<file path="config.mk">
export PLATFORM = sky130hd
export DESIGN_NAME = msrv32_dmem_access_ctrl
export DESIGN_NICKNAME = d
export VERILOG_FILES = /design/src/rtl/msrv32_dmem_access_ctrl_pkg.sv /design/src/rtl/msrv32_dmem_access_ctrl_store_align.sv /design/src/rtl/msrv32_dmem_access_ctrl.sv
export SDC_FILE = /design/constraint.sdc
export NUM_CORES = 1
export LEC_CHECK = 0
export ABC_AREA = 1
export ABC_CLOCK_PERIOD_IN_PS = 2200
export CELL_PAD_IN_SITES_DETAIL_PLACEMENT = 1
export CELL_PAD_IN_SITES_GLOBAL_PLACEMENT = 1
export CORE_AREA = 2 2 142 144
export DETAILED_ROUTE_END_ITERATION = 8
export DIE_AREA = 0 0 144 146
export PLACE_DENSITY = 0.83
export SLEW_MARGIN = 20
export SYNTH_ARGS = -nofsm -noshare
export SYNTH_HDL_FRONTEND = slang
export SYNTH_HIERARCHICAL = 1
export SYNTH_SLANG_ARGS = --single-unit
</file>
<file path="constraint.sdc">
create_clock -name ms_riscv32_mp_clk_in -period 2.2 [get_ports ms_riscv32_mp_clk_in]
set_input_delay 0.22 -clock ms_riscv32_mp_clk_in [delete_from_list [all_inputs] [get_ports ms_riscv32_mp_clk_in]]
set_output_delay 0.22 -clock ms_riscv32_mp_clk_in [all_outputs]
set_load 0.005 [all_outputs]
</file>
<file path="src/rtl/msrv32_dmem_access_ctrl_pkg.sv">
// Shared types and constants for the msrv32 data-memory access controller.
// Holds the FSM state encoding, the access size codes and the default bus timeout.
package msrv32_dmem_access_ctrl_pkg;

    typedef enum logic [1:0] {
        ST_IDLE = 2'd0,
        ST_ADDR = 2'd1,
        ST_DATA = 2'd2,
        ST_RESP = 2'd3
    } dmemState_t;

    localparam logic [1:0] SZ_BYTE = 2'b00;
    localparam logic [1:0] SZ_HALF = 2'b01;
    localparam logic [1:0] SZ_WORD = 2'b10;

    localparam int TIMEOUT_DEFAULT = 16;

endpackage

</file>
<file path="src/rtl/msrv32_dmem_access_ctrl_store_align.sv">
// Combinational store alignment: derives byte enables, lane-replicated write data
// and the misaligned flag from access size and the low address bits.
module msrv32_store_align
    import msrv32_dmem_access_ctrl_pkg::*;
(
    input  logic [1:0]  i_size,
    input  logic [1:0]  i_addrLo,
    input  logic [31:0] i_wdata,
    output logic [3:0]  o_mask,
    output logic [31:0] o_laneData,
    output logic        o_misaligned
);

    always_comb begin
        o_mask       = 4'b1111;
        o_laneData   = i_wdata;
        o_misaligned = 1'b0;
        case (i_size)
            SZ_BYTE: begin
                o_mask     = 4'b0001 << i_addrLo;
                o_laneData = {4{i_wdata[7:0]}};
            end
            SZ_HALF: begin
                o_mask       = 4'b0011 << {i_addrLo[1], 1'b0};
                o_laneData   = {2{i_wdata[15:0]}};
                o_misaligned = i_addrLo[0];
            end
            default: begin
                o_mask       = 4'b1111;
                o_laneData   = i_wdata;
                o_misaligned = |i_addrLo;
            end
        endcase
    end

endmodule

</file>
<file path="src/rtl/msrv32_dmem_access_ctrl.sv">
// Data-memory access sequencer: one request at a time through ADDR and DATA bus phases,
// with timeout, error and misalignment reporting and a one-cycle response pulse.
module msrv32_dmem_access_ctrl
    import msrv32_dmem_access_ctrl_pkg::*;
#(
    parameter int TIMEOUT_CYCLES = TIMEOUT_DEFAULT
)
(
    input  logic        ms_riscv32_mp_clk_in,
    input  logic        ms_riscv32_mp_rst_n_in,
    input  logic        mem_req_in,
    input  logic        mem_we_in,
    input  logic [1:0]  mem_size_in,
    input  logic        mem_unsigned_in,
    input  logic [31:0] mem_addr_in,
    input  logic [31:0] mem_wdata_in,
    output logic        mem_req_ready_out,
    output logic [31:0] ms_riscv32_mp_dmaddr_out,
    output logic [31:0] ms_riscv32_mp_dmdata_out,
    output logic [3:0]  ms_riscv32_mp_dmwr_mask_out,
    output logic        ms_riscv32_mp_dmwr_req_out,
    output logic        ms_riscv32_mp_dmtrans_out,
    input  logic        ahb_ready_in,
    input  logic        ahb_resp_in,
    output logic [1:0]  lu_load_size_out,
    output logic        lu_load_unsigned_out,
    output logic [1:0]  lu_iadder_1_0_out,
    input  logic [31:0] lu_output_in,
    output logic        rsp_valid_out,
    output logic [31:0] rsp_rdata_out,
    output logic        rsp_err_out,
    output logic        rsp_misaligned_out,
    output logic        stall_out
);

    localparam int TO_W = $clog2(TIMEOUT_CYCLES + 1);

    dmemState_t  r_state;
    dmemState_t  w_nextState;
    logic        r_we;
    logic [1:0]  r_size;
    logic        r_unsigned;
    logic [31:0] r_addr;
    logic [31:0] r_wdata;
    logic [TO_W-1:0] r_cnt;
    logic [31:0] r_rdata;
    logic        r_err;
    logic        r_misaligned;

    logic        w_isIdle;
    logic        w_accept;
    logic        w_busPhase;
    logic        w_timeout;
    logic [1:0]  w_alSize;
    logic [1:0]  w_alAddrLo;
    logic [3:0]  w_mask;
    logic [31:0] w_laneData;
    logic        w_misaligned;

    assign w_isIdle   = (r_state == ST_IDLE);
    assign w_accept   = w_isIdle & mem_req_in;
    assign w_busPhase = (r_state == ST_ADDR) || (r_state == ST_DATA);
    assign w_timeout  = !ahb_ready_in && (r_cnt == TO_W'(TIMEOUT_CYCLES - 1));

    // In IDLE the aligner checks the incoming request; afterwards it works on latched fields.
    assign w_alSize   = w_isIdle ? mem_size_in     : r_size;
    assign w_alAddrLo = w_isIdle ? mem_addr_in[1:0] : r_addr[1:0];

    msrv32_store_align u_storeAlign (
        .i_size       (w_alSize),
        .i_addrLo     (w_alAddrLo),
        .i_wdata      (r_wdata),
        .o_mask       (w_mask),
        .o_laneData   (w_laneData),
        .o_misaligned (w_misaligned)
    );

    always_ff @(posedge ms_riscv32_mp_clk_in) begin
        if (!ms_riscv32_mp_rst_n_in) r_state <= ST_IDLE;
        else                         r_state <= w_nextState;
    end

    always_comb begin
        w_nextState = r_state;
        case (r_state)
            ST_IDLE: if (w_accept) w_nextState = w_misaligned ? ST_RESP : ST_ADDR;
            ST_ADDR: w_nextState = ST_DATA;
            ST_DATA: if (ahb_ready_in || w_timeout) w_nextState = ST_RESP;
            ST_RESP: w_nextState = ST_IDLE;
            default: w_nextState = ST_IDLE;
        endcase
    end

    always_ff @(posedge ms_riscv32_mp_clk_in) begin
        if (!ms_riscv32_mp_rst_n_in) begin
            r_we         <= 1'b0;
            r_size       <= 2'b00;
            r_unsigned   <= 1'b0;
            r_addr       <= '0;
            r_wdata      <= '0;
            r_cnt        <= '0;
            r_rdata      <= '0;
            r_err        <= 1'b0;
            r_misaligned <= 1'b0;
        end else begin
            case (r_state)
                ST_IDLE: begin
                    if (w_accept) begin
                        r_we         <= mem_we_in;
                        r_size       <= mem_size_in;
                        r_unsigned   <= mem_unsigned_in;
                        r_addr       <= mem_addr_in;
                        r_wdata      <= mem_wdata_in;
                        r_cnt        <= '0;
                        r_rdata      <= '0;
                        r_err        <= w_misaligned;
                        r_misaligned <= w_misaligned;
                    end
                end
                ST_ADDR: r_cnt <= '0;
                ST_DATA: begin
                    // A ready arriving on the final allowed cycle takes priority over timeout.
                    if (ahb_ready_in) begin
                        r_err   <= ahb_resp_in;
                        r_rdata <= (!ahb_resp_in && !r_we) ? lu_output_in : 32'h0;
                    end else if (w_timeout) begin
                        r_err   <= 1'b1;
                        r_rdata <= 32'h0;
                    end else begin
                        r_cnt <= r_cnt + TO_W'(1);
                    end
                end
                ST_RESP: begin
                    r_rdata      <= '0;
                    r_err        <= 1'b0;
                    r_misaligned <= 1'b0;
                end
                default: ;
            endcase
        end
    end

    assign mem_req_ready_out           = w_isIdle;
    assign stall_out                   = !w_isIdle;
    assign ms_riscv32_mp_dmtrans_out   = (r_state == ST_ADDR);
    assign ms_riscv32_mp_dmwr_req_out  = (r_state == ST_ADDR) && r_we;
    assign ms_riscv32_mp_dmaddr_out    = w_busPhase ? {r_addr[31:2], 2'b00} : 32'h0;
    assign ms_riscv32_mp_dmdata_out    = w_busPhase ? w_laneData : 32'h0;
    assign ms_riscv32_mp_dmwr_mask_out = (w_busPhase && r_we) ? w_mask : 4'b0000;

    assign lu_load_size_out     = r_size;
    assign lu_load_unsigned_out = r_unsigned;
    assign lu_iadder_1_0_out    = r_addr[1:0];

    assign rsp_valid_out      = (r_state == ST_RESP);
    assign rsp_rdata_out      = rsp_valid_out ? r_rdata      : 32'h0;
    assign rsp_err_out        = rsp_valid_out ? r_err        : 1'b0;
    assign rsp_misaligned_out = rsp_valid_out ? r_misaligned : 1'b0;

endmodule

</file>
==> results.cfg <==
[status]
status = finished with violations
failed_checks = negative setup slack

[synth]
ys.warnings.count = 6
synth_top_family_by_area = simple AND/OR/NAND/NOR gates
synthAdderAreaFrac_pct = 1.303
netlist_area_um2 = 5759
yosys.area_share.simple_pct = 31.54
synth_seq_cells = 109
synth_seq_area_share_pct = 37.89
synthFlopType = dfxtp_1
postSynth.asyncResetShare_pct = 0
yosysUniqueCellTypes = 28
syn_area_per_cell_um2 = 6.274
synth_compound_area_share_pct = 11.58
yosys.area_share.xor_xnor_pct = 0
synth_edf_count = 0
synthMuxAreaShare_pct = 0
synthCells = 918

[route]
detail-route-antenna-nets = 0
drt_iter0_drc = 225
drc_errors = 0
via_per_inst = 4.440
wl_per_cell_um = 14.59
num_vias = 6216
routed_wl_um = 20430
dr.pass1.iters = 4

[sta]
max_freq_mhz = 445.1
min_period_over_period_pct = 102.1
maxSlewViolCount = 0
fin_skew_ns = 0.01138
final-setup-viol-count = 2
hold_slack_ns = 0.3550
period_needed_ns = 2.247
rsz0062_at_grt = true
setup_slack_ns = -0.04656
hold_viol = 0

[floorplanning]
die_h_um = 146
row_count = 51
boundaryPins = 217
start_util_pct = 29.79
core_um2 = 19330
dieArea_um2 = 21020
die_w_um = 144

[power]
switchingPower_mw = 4.586
internal-power_mw = 6.388
comb_power_share_pct = 58.1
clkPwrFrac_pct = 15.2
p_per_area_nw_per_um2 = 1230
power_frac_seq_pct = 26.8
p_leak_nw = 4.584
switching_share_pct = 41.79
peakVddDrop_v = 0.0007095
power_mw = 10.97

[hold_path]
min_from = ms_riscv32_mp_rst_n_in
holdPathEnd = lu_load_unsigned_out
hold_path_class = in2reg
holdPathStages = 3

[place]
place_congestion = 0.8483
dpl.hpwl_um = 13670
placed_cells = 1357
port_buffers = 214

[clock_network]
clkLatencyLatePin_ns = 0.35
cts_tree = yes
htree_levels = 3
cts_made_buffers = 9
cts_root_buffer = clkbuf_16
cts_hold_buf = 0
clock_sinks = 109
clk_pin_slew_ns = 0.08
cts_buffer_depth = 2

[critical_path]
worst-path-max-fanout = 5
cp-start-kind = register
reg2reg_to = r_err
worstRegToRegCells = 15
cp-end-kind = output pin
worstSetupPathType = reg2out
r2r_setup_slack_ns = 0.21
r2r-start = r_state[1]
worstPathArrival_ns = 2.03
cp.required_ns = 1.98

[grt]
grt_use_total_pct = 18.72
antenna_found_initial = 0
grt_pass1_wl_um = 31330
grt_max_degree = 74
overflow = 0
grt_pass1_vias = 6264

[job]
maxCapViolations = 0

[final_layout]
stdcell_count = 1400
fin_nets = 1241
antennaDiodeCount = 0
area_growth_pct = 54.90
layout-drive-gt1-share_pct = 13.92
## cell usage after synthesis, types with 2 or more instances
library cell  count  share of area [%]
clkbuf_1         23                1.5
dfxtp_1         109                 38
nand3_1           5               0.43
a21oi_1          42                3.6
nor2_1          180                 12
nand2_1         240                 16
ha_1              6                1.3
buf_6             3               0.59
buf_2            10               0.87
o21ai_1           4               0.35
inv_1           154                 10
o21ai_0          84                7.3
inv_2             2               0.13
buf_1             4               0.26
nand3_2          16                2.8
clkbuf_8          2               0.48
buf_4            23                3.0
## how the worst max path moves through the flow
stage | from | endpoint | slack [ns]
finish | r_state[1] | ms_riscv32_mp_dmdata_out[8] | -0.05
global route | r_state[0] | ms_riscv32_mp_dmdata_out[8] | -0.14
CTS | r_state[1] | ms_riscv32_mp_dmwr_mask_out[3] | -0.11
detailed placement | r_state[1] | ms_riscv32_mp_dmwr_mask_out[3] | -0.009
floorplan | r_state[0] | r_err | 0.21
global placement | mem_size_in[0] | ms_riscv32_mp_dmwr_mask_out[1] | 0.04
## registers in the layout, summed over array words and instances (netlist names)
register / cells
r_rdata: 32
lu_load_unsigned_out: 1
r_cnt: 5
r_err: 1
r_addr: 32
r_state: 2
r_wdata: 32
r_we: 1
lu_load_size_out: 2
r_misaligned: 1
## critical path: stages (launching register included)
cell and delay, ns:
dfxtp_2 0.34, inv_2 0.05, ha_4 0.20, buf_6 0.13
nand2_4 0.06, o21ai_4 0.06, buf_12 0.15, buf_6 0.12
buf_6 0.11, o21ai_2 0.12, nand2_1 0.08, nand2_1 0.08
inv_1 0.04, buf_2 0.13
## what timing repair did
item	in CTS	in global routing
setup buffers	18	5
pin swaps	7	26
endpoints found under the setup margin	98	29
cloned	2	3
hold endpoints to repair	0	0
resized for setup	116	73
## area by class of cell
type                            instances  area (um^2)
Multi-Input combinational cell        587         2796
Inverter                              157        601.8
Fill cell                            2464        10410
Clock buffer                           11        232.7
Timing Repair Buffer                  266         2713
Clock inverter                          5        61.31
Sequential cell                       109         2185
Tap cell                              265        331.6
## power by group through the flow
stage	combinational (mW)	clock (mW)	sequential, mW
after floorplan	3.29	0	2.83
after global placement	5.23	0	2.90
after detailed placement	5.35	0	2.94
after CTS	5.86	1.72	2.91
after global routing	7.06	1.78	3.01
final	6.37	1.66	2.94
## cell families (layout without fill, tap and decap cells)
group / count (synthesis) / count (layout)
buf+inv: 224 / 439
simple gates: 446 / 447
other cells: 1 / 2
compound gates: 132 / 132
fa+ha+maj: 6 / 6
flops: 109 / 109
## placed cells by master, fill, tap and decap left out, types with 3 or more instances in the layout
master           synthesis  layout
nand2_1                240     218
buf_4                   23      22
inv_2                    2       8
clkdlybuf4s50_1          0     182
nand2_2                  0      13
o21ai_1                  4       9
nor2_1                 180     180
o21ai_4                  0       5
ha_1                     6       4
a21oi_1                 42      42
buf_2                   10      13
o21ai_2                  0       3
nand3_1                  5       4
dfxtp_1                109     107
clkbuf_16                0      12
inv_1                  154     148
clkbuf_2                 0       9
clkinvlp_4               0       3
o21ai_0                 84      71
buf_12                   1      14
nand2_4                  1      10
nand3_2                 16      15
buf_6                    3      16
## layer usage
metal | vias up | GRT usage (%) | wire [um]
met5 | - | 0 | 0
met4 | 0 | 7.598 | 622
met3 | 39 | 4.080 | 1101
met2 | 166 | 31.57 | 9845
met1 | 2877 | 22.98 | 8859
li1 | 3134 | - | -
## through the flow
stage | cell area [um^2] | utilization, % | setup WS [ns] | TNS, ns
after global placement | 8208 | 42.45 | 0.03793 | 0
after global routing | 8921 | 46.14 | -0.1406 | -1.081
after CTS | 8747 | 45.24 | -0.1079 | -0.8062
after floorplan | 5763 | - | 0.2122 | 0
final | 8921 | 46.14 | -0.04656 | -0.07183
after detailed placement | 8208 | 42.45 | -0.009203 | -0.009203
Note: power is estimated with default switching activity, not from simulation.
